`src/rtl/multicycle_control_if.sv`:
```
// Control/datapath bundle for the multicycle controller: instruction fields and ALU flag in, datapath controls out.
// The datapath side is the master (it drives op/funct/zero); the controller is the slave.
interface multicycle_control_if;
    logic [5:0] op;
    logic [5:0] funct;
    logic       zero;
    logic       pcen;
    logic       iord;
    logic       memwrite;
    logic       irwrite;
    logic       regdst;
    logic       memtoreg;
    logic       regwrite;
    logic       alusrca;
    logic [1:0] alusrcb;
    logic [1:0] pcsrc;
    logic [2:0] alucontrol;
    logic [3:0] state;

    modport master (
        output op, funct, zero,
        input  pcen, iord, memwrite, irwrite, regdst, memtoreg, regwrite,
               alusrca, alusrcb, pcsrc, alucontrol, state
    );

    modport slave (
        input  op, funct, zero,
        output pcen, iord, memwrite, irwrite, regdst, memtoreg, regwrite,
               alusrca, alusrcb, pcsrc, alucontrol, state
    );
endinterface

```
`src/rtl/multicycle_control.sv`:
```
// Multicycle MIPS-style control FSM; Moore-decoded controls, pcen combinational in zero.
// One state per cycle, no backpressure; reset abandons the in-flight instruction with all controls held at 0.
module multicycle_control (
    input  logic                 clk,
    input  logic                 reset,
    multicycle_control_if.slave  bus
);
    typedef enum logic [3:0] {
        FETCH   = 4'd0,
        DECODE  = 4'd1,
        MEMADR  = 4'd2,
        MEMRD   = 4'd3,
        MEMWB   = 4'd4,
        MEMWR   = 4'd5,
        EXECUTE = 4'd6,
        ALUWB   = 4'd7,
        BRANCH  = 4'd8,
        ADDIEX  = 4'd9,
        ADDIWB  = 4'd10,
        JUMP    = 4'd11
    } state_e;

    localparam logic [5:0] OP_LW   = 6'b100011;
    localparam logic [5:0] OP_SW   = 6'b101011;
    localparam logic [5:0] OP_RTYP = 6'b000000;
    localparam logic [5:0] OP_BEQ  = 6'b000100;
    localparam logic [5:0] OP_BNE  = 6'b000101;
    localparam logic [5:0] OP_ADDI = 6'b001000;
    localparam logic [5:0] OP_J    = 6'b000010;

    state_e state_q, state_d;

    logic       pcwrite, branch;
    logic [1:0] aluop;
    logic       iord, memwrite, irwrite, regdst, memtoreg, regwrite, alusrca;
    logic [1:0] alusrcb, pcsrc;
    logic [2:0] alu_dec;
    logic       take_branch;

    always_ff @(posedge clk) begin
        if (reset) begin
            state_q <= FETCH;
        end else begin
            state_q <= state_d;
        end
    end

    always_comb begin
        state_d = FETCH;
        case (state_q)
            FETCH:   state_d = DECODE;
            DECODE: begin
                case (bus.op)
                    OP_LW, OP_SW:   state_d = MEMADR;
                    OP_RTYP:        state_d = EXECUTE;
                    OP_BEQ, OP_BNE: state_d = BRANCH;
                    OP_ADDI:        state_d = ADDIEX;
                    OP_J:           state_d = JUMP;
                    default:        state_d = FETCH;
                endcase
            end
            MEMADR:  state_d = (bus.op == OP_LW) ? MEMRD : MEMWR;
            MEMRD:   state_d = MEMWB;
            EXECUTE: state_d = ALUWB;
            ADDIEX:  state_d = ADDIWB;
            default: state_d = FETCH;
        endcase
    end

    // Moore output decode; unlisted controls stay at their 0 default.
    always_comb begin
        pcwrite  = 1'b0;
        branch   = 1'b0;
        aluop    = 2'b00;
        iord     = 1'b0;
        memwrite = 1'b0;
        irwrite  = 1'b0;
        regdst   = 1'b0;
        memtoreg = 1'b0;
        regwrite = 1'b0;
        alusrca  = 1'b0;
        alusrcb  = 2'b00;
        pcsrc    = 2'b00;
        case (state_q)
            FETCH: begin
                irwrite = 1'b1;
                pcwrite = 1'b1;
                alusrcb = 2'b01;
            end
            DECODE:  alusrcb = 2'b11;
            MEMADR, ADDIEX: begin
                alusrca = 1'b1;
                alusrcb = 2'b10;
            end
            MEMRD:   iord = 1'b1;
            MEMWB: begin
                memtoreg = 1'b1;
                regwrite = 1'b1;
            end
            MEMWR: begin
                iord     = 1'b1;
                memwrite = 1'b1;
            end
            EXECUTE: begin
                alusrca = 1'b1;
                aluop   = 2'b10;
            end
            ALUWB: begin
                regdst   = 1'b1;
                regwrite = 1'b1;
            end
            ADDIWB:  regwrite = 1'b1;
            BRANCH: begin
                alusrca = 1'b1;
                aluop   = 2'b01;
                pcsrc   = 2'b01;
                branch  = 1'b1;
            end
            JUMP: begin
                pcsrc   = 2'b10;
                pcwrite = 1'b1;
            end
            default: ;
        endcase
    end

    always_comb begin
        alu_dec = 3'b010;
        case (aluop)
            2'b01: alu_dec = 3'b110;
            2'b10: begin
                case (bus.funct)
                    6'b100010: alu_dec = 3'b110;
                    6'b100100: alu_dec = 3'b000;
                    6'b100101: alu_dec = 3'b001;
                    6'b101010: alu_dec = 3'b111;
                    default:   alu_dec = 3'b010;
                endcase
            end
            default: alu_dec = 3'b010;
        endcase
    end

    // bne inverts the sense of the zero flag.
    assign take_branch = branch & (bus.zero ^ (bus.op == OP_BNE));

    // Reset gates every control so an abandoned instruction cannot write anything.
    assign bus.pcen       = ~reset & (pcwrite | take_branch);
    assign bus.iord       = ~reset & iord;
    assign bus.memwrite   = ~reset & memwrite;
    assign bus.irwrite    = ~reset & irwrite;
    assign bus.regdst     = ~reset & regdst;
    assign bus.memtoreg   = ~reset & memtoreg;
    assign bus.regwrite   = ~reset & regwrite;
    assign bus.alusrca    = ~reset & alusrca;
    assign bus.alusrcb    = reset ? 2'b00 : alusrcb;
    assign bus.pcsrc      = reset ? 2'b00 : pcsrc;
    assign bus.alucontrol = reset ? 3'b000 : alu_dec;
    assign bus.state      = state_q;
endmodule
```
`src/flat_wrapper.sv`:
```
// flat-port wrapper written by rule: the top's interface ports become plain ports
module multicycle_control_flat 
  (clk, reset, bus_op, bus_funct, bus_zero, bus_pcen, bus_iord, bus_memwrite, bus_irwrite, bus_regdst, bus_memtoreg, bus_regwrite, bus_alusrca, bus_alusrcb, bus_pcsrc, bus_alucontrol, bus_state);
  multicycle_control_if bus_i ();
  input  logic clk;
  input  logic reset;
  input wire logic [$bits(bus_i.op)-1:0] bus_op;
  input wire logic [$bits(bus_i.funct)-1:0] bus_funct;
  input wire logic [$bits(bus_i.zero)-1:0] bus_zero;
  output wire logic [$bits(bus_i.pcen)-1:0] bus_pcen;
  output wire logic [$bits(bus_i.iord)-1:0] bus_iord;
  output wire logic [$bits(bus_i.memwrite)-1:0] bus_memwrite;
  output wire logic [$bits(bus_i.irwrite)-1:0] bus_irwrite;
  output wire logic [$bits(bus_i.regdst)-1:0] bus_regdst;
  output wire logic [$bits(bus_i.memtoreg)-1:0] bus_memtoreg;
  output wire logic [$bits(bus_i.regwrite)-1:0] bus_regwrite;
  output wire logic [$bits(bus_i.alusrca)-1:0] bus_alusrca;
  output wire logic [$bits(bus_i.alusrcb)-1:0] bus_alusrcb;
  output wire logic [$bits(bus_i.pcsrc)-1:0] bus_pcsrc;
  output wire logic [$bits(bus_i.alucontrol)-1:0] bus_alucontrol;
  output wire logic [$bits(bus_i.state)-1:0] bus_state;
  assign bus_i.op = bus_op;
  assign bus_i.funct = bus_funct;
  assign bus_i.zero = bus_zero;
  assign bus_pcen = bus_i.pcen;
  assign bus_iord = bus_i.iord;
  assign bus_memwrite = bus_i.memwrite;
  assign bus_irwrite = bus_i.irwrite;
  assign bus_regdst = bus_i.regdst;
  assign bus_memtoreg = bus_i.memtoreg;
  assign bus_regwrite = bus_i.regwrite;
  assign bus_alusrca = bus_i.alusrca;
  assign bus_alusrcb = bus_i.alusrcb;
  assign bus_pcsrc = bus_i.pcsrc;
  assign bus_alucontrol = bus_i.alucontrol;
  assign bus_state = bus_i.state;
  multicycle_control u_core (.clk(clk), .reset(reset), .bus(bus_i));
endmodule
```
`config.mk`:
```
export PLATFORM = sky130hd
export DESIGN_NAME = multicycle_control_flat
export DESIGN_NICKNAME = d
export VERILOG_FILES = /design/src/rtl/multicycle_control_if.sv /design/src/rtl/multicycle_control.sv /design/src/flat_wrapper.sv
export SDC_FILE = /design/constraint.sdc
export NUM_CORES = 1
export LEC_CHECK = 0
export ABC_AREA = 1
export CAP_MARGIN = 25
export CORE_MARGIN = 10
export CORE_UTILIZATION = 25
export CTS_CLUSTER_SIZE = 25
export DETAILED_ROUTE_END_ITERATION = 8
export PLACE_DENSITY_LB_ADDON = 0.15
export SETUP_SLACK_MARGIN = 0.3
export SLEW_MARGIN = 10
export SYNTH_ARGS = -nofsm -noshare
export SYNTH_HDL_FRONTEND = slang
export SYNTH_SLANG_ARGS = --single-unit
```
`constraint.sdc`:
```
create_clock -name clk -period 2.1 [get_ports clk]
set_input_delay 0.42 -clock clk [delete_from_list [all_inputs] [get_ports clk]]
set_output_delay 0.42 -clock clk [all_outputs]
set_load 0.05 [all_outputs]
```
; Word-level counts from Yosys, hierarchy flattened
; Index checks and enable logic that the tools add are counted.
[classes]
n_reduce_logical = 9
muxes = 20
eq_ne = 23
bitwise_logic = 12
[ops]
columns = cell, n
row1 = "== test 6 bit, second input constant", 6
row2 = one-hot mux 4 bit (6 select lines), 1
row3 = one-hot mux 4 bit (5 select lines), 1
row4 = "== test 4 x 3 -> 1 bit, second input constant", 4
row5 = "== test 4 bit, second input constant", 4
row6 = "== test 6 x 3 -> 1 bit, second input constant", 2
row7 = one-hot mux 3 bit (4 select lines), 1
row8 = OR reduction 2 bit, 5
row9 = bitwise AND 1 bit, 9
row10 = two-way mux 1 bit, 9
row11 = "== test 4 x 2 -> 1 bit, second input constant", 2
row12 = one-hot mux 2 bit (2 select lines), 2
row13 = "== test 6 x 2 -> 1 bit, second input constant", 1
row14 = "== test 6 x 4 -> 1 bit, second input constant", 1
row15 = zero test 6 bit, 1
row16 = two-way mux 3 bit, 2
row17 = one-hot mux 2 bit (3 select lines), 1
row18 = one-hot mux 3 bit (2 select lines), 1
row19 = "== test 4 x 1 -> 1 bit, second input constant", 1
row20 = zero test 4 bit, 1
row21 = two-way mux 2 bit, 2
row22 = OR reduction 4 bit, 1
row23 = OR reduction 3 bit, 1
row24 = "== test 2 x 1 -> 1 bit, second input constant", 1
row25 = 4 further kinds, 4
[totals]
ff_bits = 4
input_bits = 15
wordCells = 65
output_inout_bits = 19

; Longest topological paths before layout
; Gate-level depths: netlist (run 1).
[depth]
depth_word = 5
mapped_depth = 12

; Worst setup path after synthesis (run 1)
; OpenSTA, ideal clock, no wires.
[synth_timing]
kind = register to output
start = reg u_core.state_q[0] (netlist: u_core.bus.state[0])
end = out bus_alucontrol[2]
setup_slack_ps = -715
stages_incl_launch_ff = 9
arrival_ps = 2395
n_path_buf = 0
path_cell_list = dfxtp_1 > inv_2 > nand2_2 > inv_2 > nand2_4 > inv_2 > ha_1 > or2_2 > a21oi_1
[synth_between]
elab_chain_cells = 5
word_cells_on_any_way = 7
cone_classes = 4 x eq/ne / 3 x mux
[synth_rtl]
columns = element, line_no
row1 = "start, declared", multicycle_control.sv:31  ; state_e state_q, state_d;
row2 = "start signal, assigned", multicycle_control.sv:44  ; state_q <= state_d;
row3 = == test 4 bit / == test 4 x 3 -> 1 bit (equally long branches), multicycle_control.sv:84  ; case (state_q)
row4 = one-hot mux 2 bit (2 select lines) *, multicycle_control.sv:84
row5 = == test 2 bit / == test 2 x 1 -> 1 bit (equally long branches), multicycle_control.sv:129  ; case (aluop)
row6 = one-hot mux 3 bit (2 select lines) *, multicycle_control.sv:129
row7 = two-way mux 3 bit *, multicycle_control.sv:158  ; assign bus.alucontrol = reset ? 3'b000 : alu_dec;
row8 = "end, declared", flat_wrapper.sv:20  ; output wire logic [$bits(bus_i.alucontrol)-1:0] bus_alucontrol;
; Every way passes the cells marked *; elsewhere a longest branch is shown, timed or not.

; Worst setup path after layout (run 1)
[layout_timing]
start = in bus_funct[2]
end = out bus_alucontrol[1]
[layout_between]
elab_chain_cells = 4
word_cells_on_any_way = 7
cone_classes = 4 x eq/ne / 3 x mux
[layout_rtl]
columns = element, line_no
row1 = "start, declared", flat_wrapper.sv:8  ; input wire logic [$bits(bus_i.funct)-1:0] bus_funct;
row2 = == test 6 bit, multicycle_control.sv:132  ; case (bus.funct)
row3 = one-hot mux 3 bit (4 select lines) *, multicycle_control.sv:132
row4 = one-hot mux 3 bit (2 select lines) *, multicycle_control.sv:129
row5 = two-way mux 3 bit *, multicycle_control.sv:158
; Marked as above.

==> results of run 1 <==
power by group through the flow:
stage	logic, mW	clock network, mW	registers [mW]
floorplan	0.0747	0	0.0888
global placement	0.166	0	0.0814
detailed placement	0.168	0	0.0816
CTS	0.171	0.0958	0.0791
global route	0.191	0.0991	0.0800
finish	0.179	0.0922	0.0798
cells in the final DEF (no fill, tap or decap), drive strengths merged:
cell type	instances
dlygate4sd2	12
a21oi	7
nand3	13
o21bai	1
or2	2
ha	3
inv	24
nand2	30
dlymetal6s2s	1
clkbuf	3
nand4	2
o21ai	5
nor2	25
dfxtp	4
nor3	3
buf	39
clkdlybuf4s50	5
cells in the mapped netlist:
cell and instances:
a21oi_1 7, buf_2 1, dfxtp_1 4, ha_1 3, inv_1 18, inv_2 6, nand2_1 25, nand2_2 4
nand2_4 1, nand3_1 13, nand4_1 2, nor2_1 22, nor2_4 3, nor3_1 3, o21ai_0 4, o21ai_1 1
o21bai_1 1, or2_2 2
cell families (layout without fill, tap and decap cells):
family | count (synthesis) | in the layout | synth area share
flops | 4 | 4 | 0.127
compound gates | 13 | 13 | 0.107
buf+inv | 25 | 84 | 0.150
fa+ha+maj | 3 | 3 | 0.0594
simple gates | 75 | 75 | 0.556
cell type report:
cell class                 instances  area (um^2)
timing repair buffer              57          659
clock buffer                       3         22.5
fill                             217          926
multi-input combinational         91          619
sequential                         4         95.1
inverter                          24         95.1
tap                               30         37.5
repair_timing:
item / CTS / global route
pin swaps: 17 / 14
endpoints found under the setup margin: 19 / 11
resized for setup: 24 / 17
setup buffers: 13 / 5
through the flow:
step / cell area [um^2] / setup WS [ps]
CTS: 1430 / 14.5
global placement: 1300 / -31.1
detailed placement: 1300 / -56.7
floorplan: 739 / 121
global route: 1530 / -52.6
finish: 1530 / 6.44
final timing paths:
check	end	slack, ps
hold / removal	u_core.bus.state[3]$_SDFF_PP0_	700
hold reg to reg	u_core.bus.state[3]$_SDFF_PP0_	700
setup reg to reg	u_core.bus.state[2]$_SDFF_PP0_	930
setup / recovery	bus_alucontrol[1]	6
layer usage:
metal,wire (um),vias up
met4,0,0
met2,1420,30
met5,0,-
met1,993,437
met3,170,0
li1,-,492
worst register-to-register path: stages, from the launching register on:
cell	delay [ps]
dfxtp_4	360
buf_4	160
nand2_1	200
nor2_2	80
nor2_1	100
nand3_1	80
nand2_1	60
inv_1	30
==> key figures, run 1 <==
Routing
  – Post-DRT Antenna Nets: 0
  – Total routed wirelength: 2.58 mm
  – # DRC: 0
  – Via/cell ratio: 4.59
  – Initial DRT Pass Iterations: 4
  – Via count: 959
  – WL/cell: 12.4 um
  – Initial drt markers: 17

Critical path
  – Top cell family by delay on the critical path: buffers and inverters
  – Crit path buf inv count: 3
  – Worst EP arrival: 1670 ps
  – Critical path launch point: bus_funct[2]
  – Levels on crit path: 6
  – Required @ worst endpoint: 1680 ps
  – Worst Path Max Fanout: 3
  – CP endpoint kind: output pin
  – CP peak stage delay: 520 ps
  – Reg2reg start: u_core.bus.state[0]$_SDFF_PP0_
  – Slowest stage cell on the critical path: clkdlybuf4s50_1
  – Crit start category: primary input
  – Cell count of the worst reg-to-reg path: 7
  – Worst path cell trace: clkdlybuf4s50_1 > nand4_1 > o21ai_0 > buf_4 > a21oi_4 > buf_12
  – Kind of critical path: primary input to output pin

Min path
  – Hold depth: 3
  – Worst hold-check path type: flop to flop
  – Hold Path Origin: u_core.bus.state[1]$_SDFF_PP0_

Pwr
  – Clk pwr share: 0.263
  – Gate power share: 0.510
  – Worst IR Drop VDD: 281 uV
  – Internal Power: 219 uW
  – LEAKAGE: 0.751 nW
  – PD cells: 229 nW/um^2
  – Register share of total power: 0.227
  – Design Power: 351 uW
  – Sw Ratio: 0.376
  – Switching power total: 132 uW

Finish
  – Non-filler cells, final: 209
  – Largest register FFs: 4
  – Post-layout util: 0.623
  – NumNets Final: 199
  – Area added between synthesis and finish: 142%
  – Layout cells sized above 1: 0.525
  – Inserted Diodes: 0

STA
  – Highest Clock Rate: 478 MHz
  – Clock Skew: 5.87 ps
  – Worst-margin pin slew: 498 ps
  – Pins Over Slew Limit: 0
  – Setup TNS: 0 ps
  – Final Hold Vio Count: 0
  – Rel. slew slack: 0.669
  – Final hold slack: 702 ps
  – Final setup vio count: 0
  – Post-route clock period utilization: 0.997
  – Tmin final: 2090 ps
  – RSZ-0062 raised after global routing: yes

Global routing
  – Largest net degree at the start of global routing: 8
  – Grt met3 use: 0.0268
  – Remaining Overflow, GRT: 0
  – Number of global-route vias before repair: 960
  – Initial antenna violation count: 0
  – Met1 Use GR: 0.0919
  – GR peak layer: met2
  – First-pass GRT wire length: 3.88 mm
  – M2 GR Usage: 0.169
  – Total GRT Usage: 0.0881

CTS
  – H-tree depth: 1
  – Clock sink total: 4
  – Worst-path clk slew: 30 ps
  – Root Driver: clkbuf_4
  – Longest Clk Path Bufs: 2
  – Hold-fix buffers at CTS: 0
  – Skew-Pair Late Insertion Delay: 230 ps
  – Num CTS Buffers: 3
  – CTS tree: built

Floorplan
  – Cell Rows: 18
  – Die extent in y: 70.3 um
  – Starting Density: 0.257
  – I/O pin count: 34
  – Total core area: 2450 um^2
  – Overall die area: 4940 um^2
  – Die span in x: 70.3 um

Placement
  – Placed Instances: 188
  – Port Buffer Count: 33
  – Gpl congestion: 0.882
  – DP HPWL: 1.86 mm

Yosys
  – Average size of a mapped cell: 5.27 um^2
  – Seq/Total Area, Yosys: 0.127
  – Syn Nets: 138
  – Leading area contributor after synthesis: nand2_1
  – Yosys Warn Count: 0
  – Synth area leaders: nand2_1 (15%), nor2_1 (13%), dfxtp_1 (13%)
  – Synth Cell Area: 632 um^2
  – Synth unique cells: 18
  – #FFs+latches synth: 4
  – Post-Synthesis Cells: 120
  – Top-area cell type share of the netlist area: 0.149

Job
  – Max cap viols: 0

Run status
  – Status: finished clean
Power figures use the tool's default switching activity.
==> run 2: changes to the inputs <==
--- a/config.mk
+++ b/config.mk
@@ -7,10 +7,12 @@
 export LEC_CHECK = 0
 export ABC_AREA = 1
 export CAP_MARGIN = 25
+export CORE_ASPECT_RATIO = 1.1
 export CORE_MARGIN = 10
 export CORE_UTILIZATION = 25
 export CTS_CLUSTER_SIZE = 25
 export DETAILED_ROUTE_END_ITERATION = 8
+export HOLD_SLACK_MARGIN = 0.12
 export PLACE_DENSITY_LB_ADDON = 0.15
 export SETUP_SLACK_MARGIN = 0.3
 export SLEW_MARGIN = 10
==> key figures, run 2 (same netlist as run 1, synthesis figures left out) <==
Run status
  – Status: finished clean

Global routing
  – Initial antenna violation count: 0
  – Total GRT Usage: 0.102
  – First-pass GRT wire length: 4.23 mm
  – Largest net degree at the start of global routing: 6
  – Remaining Overflow, GRT: 0
  – Number of global-route vias before repair: 1,002

Routing
  – Highest Signal Layer: met4
  – Wl on met1: 1.01 mm
  – Via/cell ratio: 4.67
  – # DRC: 0
  – Initial drt markers: 34
  – Initial DRT Pass Iterations: 4
  – DR WL met2: 1.41 mm
  – Post-DRT Antenna Nets: 0
  – WL/cell: 12.5 um
  – Via count: 989
  – Metal3 WL: 206 um
  – Total routed wirelength: 2.65 mm

Finish
  – Largest register FFs: 4
  – NumNets Final: 201
  – Most frequent cells in the layout: buf_4 (23), nand2_1 (20), buf_12 (15), inv_1 (13), dlygate4sd2_1 (13)
  – Layout cells sized above 1: 0.547
  – Final Instance Area: 1560 um^2
  – Inserted Diodes: 0
  – Non-filler cells, final: 212
  – Commonest non-fill, non-tap cell in the layout: buf_4
  – Area added between synthesis and finish: 147%
  – Fillers: 223

Placement
  – Placed Instances: 188
  – Gpl congestion: 0.840
  – Cell Area, Placed: 1290 um^2
  – DP HPWL: 1.89 mm
  – Port Buffer Count: 33

Critical path
  – CP endpoint kind: output pin
  – Required @ worst endpoint: 1680 ps
  – Worst Path Max Fanout: 4
  – Worst EP arrival: 1660 ps
  – Crit start category: flop
  – Kind of critical path: flop to output pin

STA
  – Clock Skew: 2.14 ps
  – Highest Clock Rate: 481 MHz
  – Pins Over Slew Limit: 0
  – Worst-margin pin slew: 503 ps
  – Rel. slew slack: 0.666
  – Setup TNS: 0 ps
  – Final setup vio count: 0
  – Post-route clock period utilization: 0.990
  – Final hold slack: 624 ps
  – Final Hold Vio Count: 0
  – Tmin final: 2080 ps
  – RSZ-0062 raised after global routing: yes

Pwr
  – Worst IR Drop VDD: 230 uV
  – LEAKAGE: 0.776 nW
  – Design Power: 352 uW
  – PD cells: 225 nW/um^2

CTS
  – Root Driver: clkbuf_4
  – Num CTS Buffers: 3
  – Worst-path clk slew: 40 ps
  – Longest Clk Path Bufs: 2
  – Skew-Pair Late Insertion Delay: 220 ps
  – CTS tree: built
  – Clock sink total: 4
  – H-tree depth: 1
  – Hold-fix buffers at CTS: 0

Job
  – Max cap viols: 0

Floorplan
  – I/O pin count: 34
  – Die extent in y: 72.7 um
  – Die span in x: 67.9 um
  – Total core area: 2450 um^2
  – Overall die area: 4940 um^2
  – Cell Rows: 19
  – Starting Density: 0.258

Min path
  – Worst hold-check path type: flop to flop
-- run 2: layout make-up --
cell class / count / area [um^2] / share of cell area
multi-input combinational: 91 / 628 / 0.403
timing repair buffer: 59 / 676 / 0.433
inverter: 24 / 100 / 0.0642
clock buffer: 3 / 22.5 / 0.0144
tap: 31 / 38.8 / 0.0249
sequential: 4 / 95.1 / 0.0609
-- run 2: final timing paths --
check,from,endpoint,slack (ps),cells after the start
setup / recovery,u_core.bus.state[2]$_SDFF_PP0_,bus_alucontrol[1],20,12
hold / removal,u_core.bus.state[0]$_SDFF_PP0_,u_core.bus.state[0]$_SDFF_PP0_,620,3
setup reg to reg,u_core.bus.state[1]$_SDFF_PP0_,u_core.bus.state[2]$_SDFF_PP0_,820,9
hold reg to reg,u_core.bus.state[0]$_SDFF_PP0_,u_core.bus.state[0]$_SDFF_PP0_,620,3
-- run 2: repair_timing --
action / 4_1_cts / 5_1_grt
resized for setup: 29 / 20
cloned: 0 / 0
pin swaps: 15 / 16
endpoints found under the setup margin: 19 / 13
buffers inserted: 16 / 5
-- run 2: stage by stage --
step / worst slack (ps) / utilization
3_5_place_dp: -60.0 / 0.527
3_3_place_gp: -33.0 / 0.527
4_1_cts: 14.1 / 0.596
5_1_grt: -84.0 / 0.637
6_report: 21.7 / 0.637
2_1_floorplan: 121 / -
-- run 2: per-layer routing --
layer | vias up | track usage
met2 | 34 | 0.197
met4 | 0 | 0.0268
met3 | 2 | 0.0246
met1 | 454 | 0.104
li1 | 499 | -
met5 | - | 0
-- run 2: power by group --
group | internal [mW] | switching [mW] | total, mW
logic | 0.0802 | 0.104 | 0.184
registers | 0.0753 | 0.00292 | 0.0783
clock network | 0.0636 | 0.0259 | 0.0895
-- run 2: critical path: stages (launching register included) --
cell	delay, ps
dfxtp_4	370
inv_4	50
nor2_4	140
nand2_4	80
inv_4	70
ha_4	130
inv_2	30
nor2_2	80
nand2_2	80
nand2_2	70
nor2_2	40
a21oi_4	160
buf_12	150
